===== src/rtl/bus_pkg.sv =====
// Shared types and constants for the two-master bus arbiter.
// State encoding is one-hot so each state decodes from a single flop.
package bus_pkg;

    localparam int NUM_MASTERS = 2;
    localparam int CPU = 0;
    localparam int DMA = 1;

    typedef enum logic [5:0] {
        IDLE = 6'b000001,
        T1   = 6'b000010,
        T2   = 6'b000100,
        TW   = 6'b001000,
        T3   = 6'b010000,
        T4   = 6'b100000
    } state_t;

endpackage


===== src/rtl/bus_rr_pick.sv =====
// Combinational round-robin pick between the CPU and DMA requesters.
// On a tie the master that was not granted last wins; a lone requester always wins.
module bus_rr_pick
    import bus_pkg::*;
(
    input  logic [NUM_MASTERS-1:0] req,
    input  logic                   last,
    output logic [NUM_MASTERS-1:0] win
);

    always_comb begin
        win = req;
        if (req == {NUM_MASTERS{1'b1}}) begin
            win = '0;
            win[last ? CPU : DMA] = 1'b1;
        end
    end

endmodule


===== src/rtl/bus_arbiter.sv =====
// Bus arbiter and T1/T2/TW/T3/T4 bus-cycle sequencer with registered outputs.
// Define BUS_ARB_TIMEOUT_EN to abort a cycle with err after WAIT_MAX wait states.
module bus_arbiter
    import bus_pkg::*;
#(
    parameter int WAIT_MAX = 4
) (
    input  logic                   clk,
    input  logic                   rst,
    input  logic [NUM_MASTERS-1:0] req,
    input  logic [NUM_MASTERS-1:0] rw,
    input  logic [NUM_MASTERS-1:0] io_sel,
    input  logic                   ready,
    output logic [NUM_MASTERS-1:0] gnt,
    output logic                   ale,
    output logic                   io,
    output logic                   rd_n,
    output logic                   wr_n,
    output logic [NUM_MASTERS-1:0] done,
    output logic                   err,
    output logic                   busy
);

    localparam int CNT_W = $clog2(WAIT_MAX + 1);

    state_t                   state;
    logic                     last;
    logic                     lat_rw;
    logic [CNT_W-1:0]         wait_cnt;
    logic [NUM_MASTERS-1:0]   win;

    bus_rr_pick u_pick (
        .req  (req),
        .last (last),
        .win  (win)
    );

    // Outputs are registered together with the state, so each output
    // reflects the state the sequencer has just entered.
    always_ff @(posedge clk) begin
        if (rst) begin
            state    <= IDLE;
            gnt      <= '0;
            ale      <= 1'b0;
            io       <= 1'b0;
            rd_n     <= 1'b1;
            wr_n     <= 1'b1;
            done     <= '0;
            busy     <= 1'b0;
            wait_cnt <= '0;
            last     <= 1'b1;
            lat_rw   <= 1'b0;
`ifdef BUS_ARB_TIMEOUT_EN
            err      <= 1'b0;
`endif
        end else begin
            ale  <= 1'b0;
            done <= '0;
`ifdef BUS_ARB_TIMEOUT_EN
            err  <= 1'b0;
`endif
            case (state)
                IDLE: begin
                    if (|req) begin
                        state  <= T1;
                        gnt    <= win;
                        io     <= |(io_sel & win);
                        lat_rw <= |(rw & win);
                        last   <= win[DMA];
                        ale    <= 1'b1;
                        busy   <= 1'b1;
                    end
                end
                T1: begin
                    state <= T2;
                    rd_n  <= ~lat_rw;
                    wr_n  <= lat_rw;
                end
                T2: begin
                    if (ready) begin
                        state <= T3;
                        rd_n  <= 1'b1;
                        wr_n  <= 1'b1;
                        done  <= gnt;
                    end else begin
                        state    <= TW;
                        wait_cnt <= '0;
                    end
                end
                TW: begin
                    if (ready) begin
                        state <= T3;
                        rd_n  <= 1'b1;
                        wr_n  <= 1'b1;
                        done  <= gnt;
`ifdef BUS_ARB_TIMEOUT_EN
                    end else if (wait_cnt == CNT_W'(WAIT_MAX - 1)) begin
                        state <= T3;
                        rd_n  <= 1'b1;
                        wr_n  <= 1'b1;
                        done  <= gnt;
                        err   <= 1'b1;
`endif
                    end else if (wait_cnt != CNT_W'(WAIT_MAX)) begin
                        wait_cnt <= wait_cnt + 1'b1;
                    end
                end
                T3: begin
                    state <= T4;
                end
                T4: begin
                    state <= IDLE;
                    gnt   <= '0;
                    io    <= 1'b0;
                    busy  <= 1'b0;
                end
                default: begin
                    state <= IDLE;
                    gnt   <= '0;
                    io    <= 1'b0;
                    rd_n  <= 1'b1;
                    wr_n  <= 1'b1;
                    busy  <= 1'b0;
                end
            endcase
        end
    end

`ifndef BUS_ARB_TIMEOUT_EN
    assign err = 1'b0;
`endif

endmodule


===== config.mk =====
export PLATFORM = sky130hd
export DESIGN_NAME = bus_arbiter
export DESIGN_NICKNAME = d
export VERILOG_FILES = /design/src/rtl/bus_pkg.sv /design/src/rtl/bus_rr_pick.sv /design/src/rtl/bus_arbiter.sv
export SDC_FILE = /design/constraint.sdc
export NUM_CORES = 1
export LEC_CHECK = 0
export CAP_MARGIN = 20
export CORE_ASPECT_RATIO = 1.4
export CORE_MARGIN = 2
export CORE_UTILIZATION = 30
export CTS_BUF_LIST = sky130_fd_sc_hd__clkbuf_16
export DETAILED_ROUTE_END_ITERATION = 12
export SYNTH_ARGS = -nofsm -noshare
export SYNTH_HDL_FRONTEND = slang
export SYNTH_HIERARCHICAL = 1
export SYNTH_SLANG_ARGS = --single-unit

===== constraint.sdc =====
create_clock -name clk -period 2.2 [get_ports clk]
set_input_delay 0.22 -clock clk [delete_from_list [all_inputs] [get_ports clk]]
set_output_delay 0.22 -clock clk [all_outputs]
set_load 0.01 [all_outputs]

==> results.rst, run 1 <==
.. list-table::
   :header-rows: 1

   * - Metric
     - Value
   * - Via count of the first global-routing pass
     - 622
   * - Post-route worst hold slack
     - between 400 and 500 ps
   * - Share of cells above drive strength 1
     - 11.6%
   * - Rows
     - 21
   * - Half-perimeter wire length after detailed placement
     - 1140 um
   * - Clock Sinks
     - 17
   * - Worst vdd rail ir drop
     - 0.436 mV
   * - Number of antenna violations at the first check in global routing
     - 0
   * - Total global-route track usage
     - 12.9%
   * - Count of synthesis-stage warnings from yosys
     - 6
   * - Share of power burned in combinational logic
     - 16.6%
   * - Asr flop ratio synth
     - 0%
   * - Chip Width
     - 45.4 um
   * - Clock-pin slew of the registers on the worst-case setup and hold paths
     - 50 ps
   * - Number of pins with negative max-slew slack in the final report
     - 0
   * - Type of element capturing the critical path
     - flip-flop
   * - Gates resized, CTS repair
     - 0
   * - Worst path arrival time
     - between 1500 and 2000 ps
   * - I/O pin cnt
     - 19
   * - Fin util
     - 42.4%
   * - Detail-routed via count per cell
     - 5.25
   * - Final ANT Viol Nets
     - 0
   * - Proportion of power drawn by the clock network
     - about 42%
   * - CTS Hold Bufs
     - 0
   * - Syn Inst Count
     - 75
   * - Drt initial violations
     - 13
   * - Count of antenna diodes in the layout
     - 0
   * - Source of the worst register-to-register timing path
     - state[1]
   * - Startpoint of the worst setup timing path
     - state[1]
   * - Largest Register
     - state
   * - Depth of the worst register-to-register path
     - 4
   * - Startpoint Class
     - flip-flop
   * - Post-route DRC violation count
     - 0
   * - Cell area after technology mapping
     - ~720 um^2
   * - Final hold violation count
     - 0
   * - Max reg flops
     - 6
   * - Max H-tree Level
     - 1
   * - Setup_tns
     - 0 ps
   * - Commonest cells after routing, fill and taps aside
     - sky130_fd_sc_hd__dfxtp_1 (17), sky130_fd_sc_hd__clkdlybuf4s50_1 (17), sky130_fd_sc_hd__nor2_1 (8), sky130_fd_sc_hd__nand2_1 (5), sky130_fd_sc_hd__inv_1 (4)
   * - Source-to-sink clock delay at the later pin of the worst-skew pair
     - 250 ps
   * - Final net count
     - 105
   * - Maximum clock rate
     - 0.616 GHz
   * - DR pass1 iterations
     - 4
   * - Overall die area
     - 2810 um^2
   * - Clock root buffer
     - sky130_fd_sc_hd__clkbuf_16
   * - PD cells
     - 842 nW/um^2
   * - Net switching fraction of the power
     - 22.9%
   * - Outcome
     - complete, no violations
   * - Hold path startpoint
     - gnt[0]
   * - Path type of the worst min-delay path
     - reg2reg
   * - Mean Syn Cell Area
     - between 9 and 10 um^2
   * - Cells on Worst Hold Path
     - 2
   * - Via count of the routed design
     - 620
   * - Post-route fraction of the period consumed by the critical path
     - 73.8%
   * - Required time of the critical path
     - ~2300 ps
   * - Count of input and output buffers
     - 17
   * - Main synth FF type
     - sky130_fd_sc_hd__dfxtp_1
   * - Largest registers
     - state x6, done x2, gnt x2
   * - Cell variety after synth
     - 36
   * - Largest clock skew in the final design
     - about 2.6 ps
   * - Area growth syn-to-layout
     - 38.2%
   * - Power share of the sequential group
     - 41.1%
   * - Count of flip-flops with a built-in enable after synthesis
     - 0
   * - Clock period minus final worst setup slack
     - 1620 ps
   * - Portion of the post-synthesis area used by sequential elements
     - a little under half
   * - Synth Net Count
     - 84
   * - Weighted congestion at the end of routability-driven global placement
     - ~0.77
   * - Sum of routed wire length over all layers
     - 1490 um
   * - Maximum number of buffers from clock root to sink
     - 2
   * - Core region area
     - between 2000 and 2500 um^2
   * - Net switching component of the power
     - ~0.19 mW
   * - Initial core utilization
     - a little under a third
   * - Height of the chip
     - between 60 and 70 um
   * - Global-route wire length before repair
     - 2560 um
   * - Max-capacitance violation count
     - 0
   * - Setup CP Type
     - reg2reg
   * - Flip-flop and latch count after synthesis
     - 17
   * - Largest fanout on the critical path
     - 6
   * - Final setup violating endpoints
     - 0
   * - TritonCTS clock tree
     - built
   * - Post-CTS setup repair buffer count
     - 0
   * - Average wire per cell in the routed design
     - 12.7 um
   * - Internal Pwr Total
     - 0.644 mW
   * - Maximum number of pins on one net before global-route repair
     - 10
   * - Leakage
     - 0.398 nW
   * - Overflow left after global routing
     - 0
   * - RSZ-0062 raised after global routing
     - no
   * - TritonCTS buffer count
     - 3
[cells by family (layout without fill, tap and decap cells)]
group                  Yosys count  after routing  share of synthesized area (%)
AND/OR/NAND/NOR                 33             33                           26.8
AO/OA/AOI/OAI                   17             17                           19.7
flip-flops                      17             17                           47.4
buffers and inverters            5             25                           3.14
XOR/XNOR                         2              2                           2.44
other                            1              1                          0.522
[metal layers]
layer / GRT usage, % / share of wire, %
met5: 0 / 0
met4: 10.1 / 3.1
met3: 2.60 / 2.4
met2: 23.1 / 54
met1: 12.8 / 40
[synth_stat cells, types with 2 or more instances]
master | instances | share of area [%]
sky130_fd_sc_hd__nand2_1 | 5 | 2.6
sky130_fd_sc_hd__nor4b_1 | 2 | 2.4
sky130_fd_sc_hd__nor2_1 | 8 | 4.2
sky130_fd_sc_hd__inv_1 | 3 | 1.6
sky130_fd_sc_hd__and3_1 | 3 | 2.6
sky130_fd_sc_hd__and2_1 | 2 | 1.7
sky130_fd_sc_hd__dfxtp_1 | 17 | 47
sky130_fd_sc_hd__a2bb2oi_1 | 2 | 2.4
sky130_fd_sc_hd__nand3_1 | 2 | 1.4
sky130_fd_sc_hd__nor3_1 | 3 | 2.1
sky130_fd_sc_hd__a21oi_1 | 2 | 1.4
sky130_fd_sc_hd__o32a_1 | 2 | 2.8
[power by group through the flow]
| stage | Clock, mW | Combinational, mW | Sequential (mW) |
|---|---|---|---|
| 2_1_floorplan | 0 | 0.0844 | 0.351 |
| 3_3_place_gp | 0 | 0.139 | 0.349 |
| 3_5_place_dp | 0 | 0.139 | 0.350 |
| 4_1_cts | 0.362 | 0.141 | 0.344 |
| 5_1_grt | 0.373 | 0.154 | 0.348 |
| 6_report | 0.353 | 0.139 | 0.343 |
[stage by stage]
| step | cell area, um^2 | instances | power, mW | worst slack (ps) |
|---|---|---|---|---|
| floorplan | 718 | 75 | 0.436 | 691 |
| global placement | 913 | 114 | 0.488 | 450 |
| detailed placement | 913 | 114 | 0.489 | 448 |
| CTS | 992 | 118 | 0.847 | 563 |
| global route | 992 | 118 | 0.875 | 504 |
| finish | 992 | 118 | 0.835 | 577 |
[path summary, 6_finish.rpt]
path	end	slack (ps)
setup / recovery	lat_rw	580
hold / removal	gnt[0]	450
setup reg to reg	lat_rw	580
hold reg to reg	gnt[0]	450
[critical path, cell delays in order (launching register included)]
cell and delay (ps):
sky130_fd_sc_hd__dfxtp_1 340, sky130_fd_sc_hd__or3_1 440, sky130_fd_sc_hd__or3_4 450, sky130_fd_sc_hd__a221oi_2 220
sky130_fd_sc_hd__nor3_1 70
[area by class of cell]
type / count / area (um^2)
Multi-Input combinational cell: 53 / 355
Inverter: 3 / 11.3
Tap cell: 23 / 28.8
Clock buffer: 3 / 75.1
Timing Repair Buffer: 18 / 178
Sequential cell: 17 / 340
Clock inverter: 1 / 3.75
Fill cell: 232 / 1350
Power figures use the tool's default switching activity.
==> run 2: changes to the inputs <==
clock period = 1.5 ns   (was 2.2 ns; I/O delays follow)
==> results.rst, run 2 (same netlist as run 1, synthesis figures left out) <==
.. list-table::
   :header-rows: 1

   * - Metric
     - Value
   * - Outcome
     - finished, violations left
   * - Failing checks
     - negative setup slack
   * - Number of pins with negative max-slew slack in the final report
     - 0
   * - Largest registers
     - state x6, done x2, gnt x2
   * - Met3 wirelength from detailed routing
     - 43 um
   * - TritonCTS clock tree
     - built
   * - Total global-route track usage
     - 15.2%
   * - Reg2reg setup slack
     - -40 ps
   * - Largest fanout on the critical path
     - 5
   * - Max reg flops
     - 6
   * - Drt initial violations
     - 6
   * - Post-route worst hold slack
     - 469 ps
   * - Dpl cells
     - about 130
   * - Max H-tree Level
     - 1
   * - Metal2 WL
     - between 900 and 1000 um
   * - Source-to-sink clock delay at the later pin of the worst-skew pair
     - ~240 ps
   * - Chip Width
     - 45.4 um
   * - Share of cells above drive strength 1
     - 30.8%
   * - Overflow left after global routing
     - 0
   * - Worst path arrival time
     - 1670 ps
   * - Power share of the sequential group
     - ~40%
   * - Post-route fraction of the period consumed by the critical path
     - 103%
   * - Rows
     - 21
   * - Reg2reg end
     - lat_rw
   * - Clock period minus final worst setup slack
     - roughly 1500 ps
   * - Share of power burned in combinational logic
     - 19.5%
   * - Sum of routed wire length over all layers
     - 1820 um
   * - Seq. cell area
     - around 350 um^2
   * - Required time of the critical path
     - 1630 ps
   * - Final net count
     - 117
   * - Setup CP Type
     - reg2reg
   * - I/O pin cnt
     - 19
   * - Final worst-path setup slack
     - -38.1 ps
   * - Average wire per cell in the routed design
     - 14.0 um
   * - Source of the worst register-to-register timing path
     - state[2]
   * - Maximum number of buffers from clock root to sink
     - 2
   * - Depth of the worst register-to-register path
     - 4
   * - Count of antenna diodes in the layout
     - 0
   * - Path type of the worst min-delay path
     - reg2reg
   * - Largest clock skew in the final design
     - 1.42 ps
   * - Area post-placement
     - 1010 um^2
   * - Count of input and output buffers
     - 17
   * - Internal Pwr Total
     - about 1 mW
   * - Final non-filler cell total
     - 130
   * - Startpoint of the worst setup timing path
     - state[2]
   * - Maximum number of pins on one net before global-route repair
     - 11
   * - Leakage
     - 0.464 nW
   * - Fin util
     - between 40% and 50%
   * - PD cells
     - 1130 nW/um^2
   * - Commonest non-fill, non-tap cell in the layout
     - sky130_fd_sc_hd__clkdlybuf4s50_1
   * - Commonest cells after routing, fill and taps aside
     - sky130_fd_sc_hd__clkdlybuf4s50_1 (17), sky130_fd_sc_hd__buf_4 (13), sky130_fd_sc_hd__dfxtp_1 (12), sky130_fd_sc_hd__nor2_1 (8)
   * - Final hold violation count
     - 0
   * - Net switching fraction of the power
     - 22.9%
   * - Final setup violating endpoints
     - 1
   * - Uppermost layer routed
     - met4
   * - Overall die area
     - between 2000 and 3000 um^2
   * - Filler instances
     - 230
   * - Half-perimeter wire length after detailed placement
     - 1330 um
   * - Proportion of power drawn by the clock network
     - between 40% and 50%
   * - Final ANT Viol Nets
     - 0
   * - Net switching component of the power
     - 0.289 mW
   * - Clock-pin slew of the registers on the worst-case setup and hold paths
     - 50 ps
   * - Clock root buffer
     - sky130_fd_sc_hd__clkbuf_16
   * - Post-route design area
     - 1120 um^2
   * - Setup_tns
     - -38.1 ps
   * - Clock Sinks
     - 17
   * - Post-route DRC violation count
     - 0
   * - Maximum clock rate
     - 0.650 GHz
   * - DR pass1 iterations
     - 4
   * - Initial core utilization
     - 30.7%
   * - Weighted congestion at the end of routability-driven global placement
     - 0.791
   * - Number of antenna violations at the first check in global routing
     - 0
   * - Via count of the routed design
     - 663
   * - Worst vdd rail ir drop
     - 0.536 mV
   * - Type of element capturing the critical path
     - flip-flop
   * - Routed metal-1 wirelength
     - ~730 um
   * - RSZ-0062 raised after global routing
     - yes
   * - Multi-input combinational cell area
     - approximately 390 um^2
   * - Capturing instance or port of the critical path
     - lat_rw
   * - Via count of the first global-routing pass
     - 688
   * - TritonCTS buffer count
     - 3
   * - Height of the chip
     - just over 60 um
   * - Global-route wire length before repair
     - 3060 um
   * - Startpoint Class
     - flip-flop
   * - Area growth syn-to-layout
     - 55.7%
   * - Core region area
     - 2340 um^2
   * - Detail-routed via count per cell
     - 5.10
   * - Largest Register
     - state
   * - Max-capacitance violation count
     - 0
run 2: worst min path at each step:
stage	startpoint	endpoint	slack [ps]	cells after the start
floorplan	ready	state[3]	220	1
detailed placement	gnt[0]	gnt[0]	470	2
finish	gnt[0]	gnt[0]	470	2
global placement	gnt[0]	gnt[0]	450	2
global route	rd_n	rd_n	500	1
CTS	gnt[0]	gnt[0]	480	2
run 2: critical path, stage by stage (launching register included):
cell	delay, ps
sky130_fd_sc_hd__dfxtp_2	330
sky130_fd_sc_hd__or3_4	390
sky130_fd_sc_hd__or3_4	440
sky130_fd_sc_hd__a221oi_2	200
sky130_fd_sc_hd__nor3_1	70
run 2: stage by stage:
stage	total power [mW]	setup slack, ps
6_report	1.26	-38.1
3_3_place_gp	0.747	-66.4
3_5_place_dp	0.749	-63.6
5_1_grt	1.32	-77.8
4_1_cts	1.27	-60.7
2_1_floorplan	0.643	1.70
run 2: repair_timing:
action | in CTS | in global routing
hold buffers | 0 | 0
cloned | 0 | 0
pin swaps | 2 | 1
setup buffers | 0 | 0
resized for setup | 2 | 6
endpoints found under the setup margin | 3 | 7
run 2: final cells by class:
| class | count | area share, % |
|---|---|---|
| multi-input combinational | 53 | 34.5 |
| sequential | 17 | 31.0 |
| timing repair buffer | 30 | 23.9 |
| clock buffer | 3 | 6.71 |
| tap | 23 | 2.57 |
| inverter | 3 | 1.01 |
| clock inverter | 1 | 0.336 |
run 2: power groups by stage:
stage          clock (mW)  combinational, mW  sequential, mW
2_1_floorplan           0              0.127           0.516
3_3_place_gp            0              0.237           0.510
3_5_place_dp            0              0.238           0.511
4_1_cts             0.526              0.243           0.502
5_1_grt             0.546              0.272           0.507
6_report            0.514              0.246           0.504
run 2: layer usage:
metal	vias up	track usage [%]
met5	-	0
met4	0	8.82
met3	8	2.89
met2	16	26.5
met1	302	16.9
li1	337	-
==> run 3: changes to the inputs <==
CELL_PAD_IN_SITES_DETAIL_PLACEMENT = 0   (was unset)
CELL_PAD_IN_SITES_GLOBAL_PLACEMENT = 2   (was unset)
CORE_UTILIZATION = 27   (was 30)
PLACE_DENSITY_LB_ADDON = 0.1   (was unset)
REMOVE_ABC_BUFFERS = 1   (was unset)
==> results.rst, run 3 (same netlist as run 1, synthesis figures left out) <==
.. list-table::
   :header-rows: 1

   * - Metric
     - Value
   * - Half-perimeter wire length after detailed placement
     - 1320 um
   * - Share of power burned in combinational logic
     - 19.6%
   * - Global-route wire length before repair
     - 2730 um
   * - Post-route fraction of the period consumed by the critical path
     - 101%
   * - Maximum number of pins on one net before global-route repair
     - 11
   * - Source-to-sink clock delay at the later pin of the worst-skew pair
     - approximately 250 ps
   * - Final setup violating endpoints
     - 1
   * - Type of element capturing the critical path
     - flip-flop
   * - Largest clock skew in the final design
     - 2.82 ps
   * - Via count of the routed design
     - 646
   * - Final worst-path setup slack
     - -19.4 ps
   * - Proportion of power drawn by the clock network
     - 41.4%
   * - Max H-tree Level
     - 1
   * - Rows
     - 22
   * - PD cells
     - 1130 nW/um^2
   * - Final net count
     - about 120
   * - RSZ-0062 raised after global routing
     - yes
   * - Sum of routed wire length over all layers
     - 1710 um
   * - Power share of the sequential group
     - 39.0%
   * - Total global-route track usage
     - between 10% and 20%
   * - Max-capacitance violation count
     - 0
   * - Commonest cells after routing, fill and taps aside
     - sky130_fd_sc_hd__clkdlybuf4s50_1 (17), sky130_fd_sc_hd__dfxtp_1 (13), sky130_fd_sc_hd__buf_4 (13), sky130_fd_sc_hd__nor2_1 (8), sky130_fd_sc_hd__nand2_1 (5)
   * - Worst path arrival time
     - 1650 ps
   * - Path type of the worst min-delay path
     - reg2reg
   * - Largest fanout on the critical path
     - 5
   * - DR pass1 iterations
     - 3
   * - Via count of the first global-routing pass
     - 666
   * - Number of pins with negative max-slew slack in the final report
     - 0
   * - Largest Register
     - state
   * - Net switching component of the power
     - 0.304 mW
   * - Net switching fraction of the power
     - 23.7%
   * - TritonCTS clock tree
     - built
   * - Drt initial violations
     - 4
   * - Count of antenna diodes in the layout
     - 0
   * - Clock-pin slew of the registers on the worst-case setup and hold paths
     - roughly 50 ps
   * - Initial core utilization
     - 27.8%
   * - Clock root buffer
     - sky130_fd_sc_hd__clkbuf_16
   * - Maximum clock rate
     - 0.658 GHz
   * - I/O pin cnt
     - 19
   * - Weighted congestion at the end of routability-driven global placement
     - 0.813
   * - Required time of the critical path
     - 1630 ps
   * - Share of cells above drive strength 1
     - 30.8%
   * - Commonest non-fill, non-tap cell in the layout
     - sky130_fd_sc_hd__clkdlybuf4s50_1
   * - Height of the chip
     - roughly 65 um
   * - Post-route design area
     - 1130 um^2
   * - Area post-placement
     - 1010 um^2
   * - Largest registers
     - state x6, done x2, gnt x2
   * - Leakage
     - 0.463 nW
   * - Overall die area
     - 3090 um^2
   * - Slowest cell on the critical path
     - sky130_fd_sc_hd__or3_4
   * - Final hold violation count
     - 0
   * - Clock Sinks
     - 17
   * - Count of input and output buffers
     - 17
   * - Outcome
     - finished, violations left
   * - Total chip power
     - between 1 and 1.5 mW
   * - TritonCTS buffer count
     - 3
   * - Post-route DRC violation count
     - 0
   * - Max reg flops
     - 6
   * - Maximum cell stage delay along the critical path
     - 420 ps
   * - Internal Pwr Total
     - just under 1 mW
   * - Final ANT Viol Nets
     - 0
   * - Area growth syn-to-layout
     - 57.7%
   * - Detail-routed via count per cell
     - 4.52
   * - Core region area
     - 2590 um^2
   * - Number of antenna violations at the first check in global routing
     - 0
   * - Maximum number of buffers from clock root to sink
     - 2
   * - Failing checks
     - negative setup slack
   * - Startpoint Class
     - flip-flop
   * - Average wire per cell in the routed design
     - 12.0 um
   * - Clock period minus final worst setup slack
     - 1520 ps
   * - Chip Width
     - 47.6 um
   * - Worst vdd rail ir drop
     - 0.520 mV
   * - Critical-path cell list
     - or3b_4, or3_4, a221oi_2, nor3_1
   * - Setup CP Type
     - reg2reg
   * - Overflow left after global routing
     - 0
[run 3: worst max-delay path: cells and delay by family, from the launching register on]
kind | cells | cell delay, ps
AOI/OAI and AO/OA | 1 | 190
and+or+nand+nor | 3 | 890
DFF | 1 | 320
[run 3: worst paths after layout]
path	from	to	slack [ps]	depth (start not counted)
worst max-delay path	state[5]	lat_rw	-20	4
worst max register to register	state[5]	lat_rw	-20	4
worst min-delay path	gnt[0]	gnt[0]	460	2
worst min register to register	gnt[0]	gnt[0]	460	2
[run 3: area by class of cell]
class / count / area, um^2
fill: 272 / 1460
multi-input combinational: 53 / 383
sequential: 17 / 345
timing repair buffer: 30 / 268
clock buffer: 3 / 75.1
tap: 36 / 45.0
inverter: 3 / 11.3
clock inverter: 1 / 5.00
[run 3: power by group through the flow]
stage | sequential, mW | combinational (mW) | clock (mW)
floorplan | 0.515 | 0.119 | 0
global placement | 0.508 | 0.245 | 0
detailed placement | 0.509 | 0.241 | 0
CTS | 0.499 | 0.246 | 0.546
global route | 0.504 | 0.271 | 0.562
finish | 0.500 | 0.252 | 0.532
[run 3: what timing repair did]
action | CTS | global route
resized for setup | 3 | 6
hold buffers | 0 | 0
setup buffers | 1 | 0
pin swaps | 2 | 2
endpoints found under the setup margin | 2 | 8
[run 3: stage by stage]
stage | utilization [%] | TNS, ps | hold WS [ps] | setup WS [ps] | cells
floorplan | - | 0 | 222 | 3.80 | 73
global placement | 39.1 | -72.8 | 451 | -33.8 | 138
detailed placement | 39.1 | -76.1 | 462 | -36.0 | 138
CTS | 42.8 | -22.5 | 470 | -22.5 | 143
global route | 43.8 | -88.4 | 488 | -39.2 | 143
finish | 43.8 | -19.4 | 458 | -19.4 | 143
[run 3: layer usage]
layer / vias to the layer above / routed length [um] / global-route usage, % / part of all wire [%]
li1: 337 / - / - / -
met1: 297 / 755 / 13.7 / 44
met2: 10 / 882 / 20.9 / 52
met3: 2 / 51 / 2.23 / 3.0
met4: 0 / 22 / 8.11 / 1.3
met5: - / 0 / 0 / 0
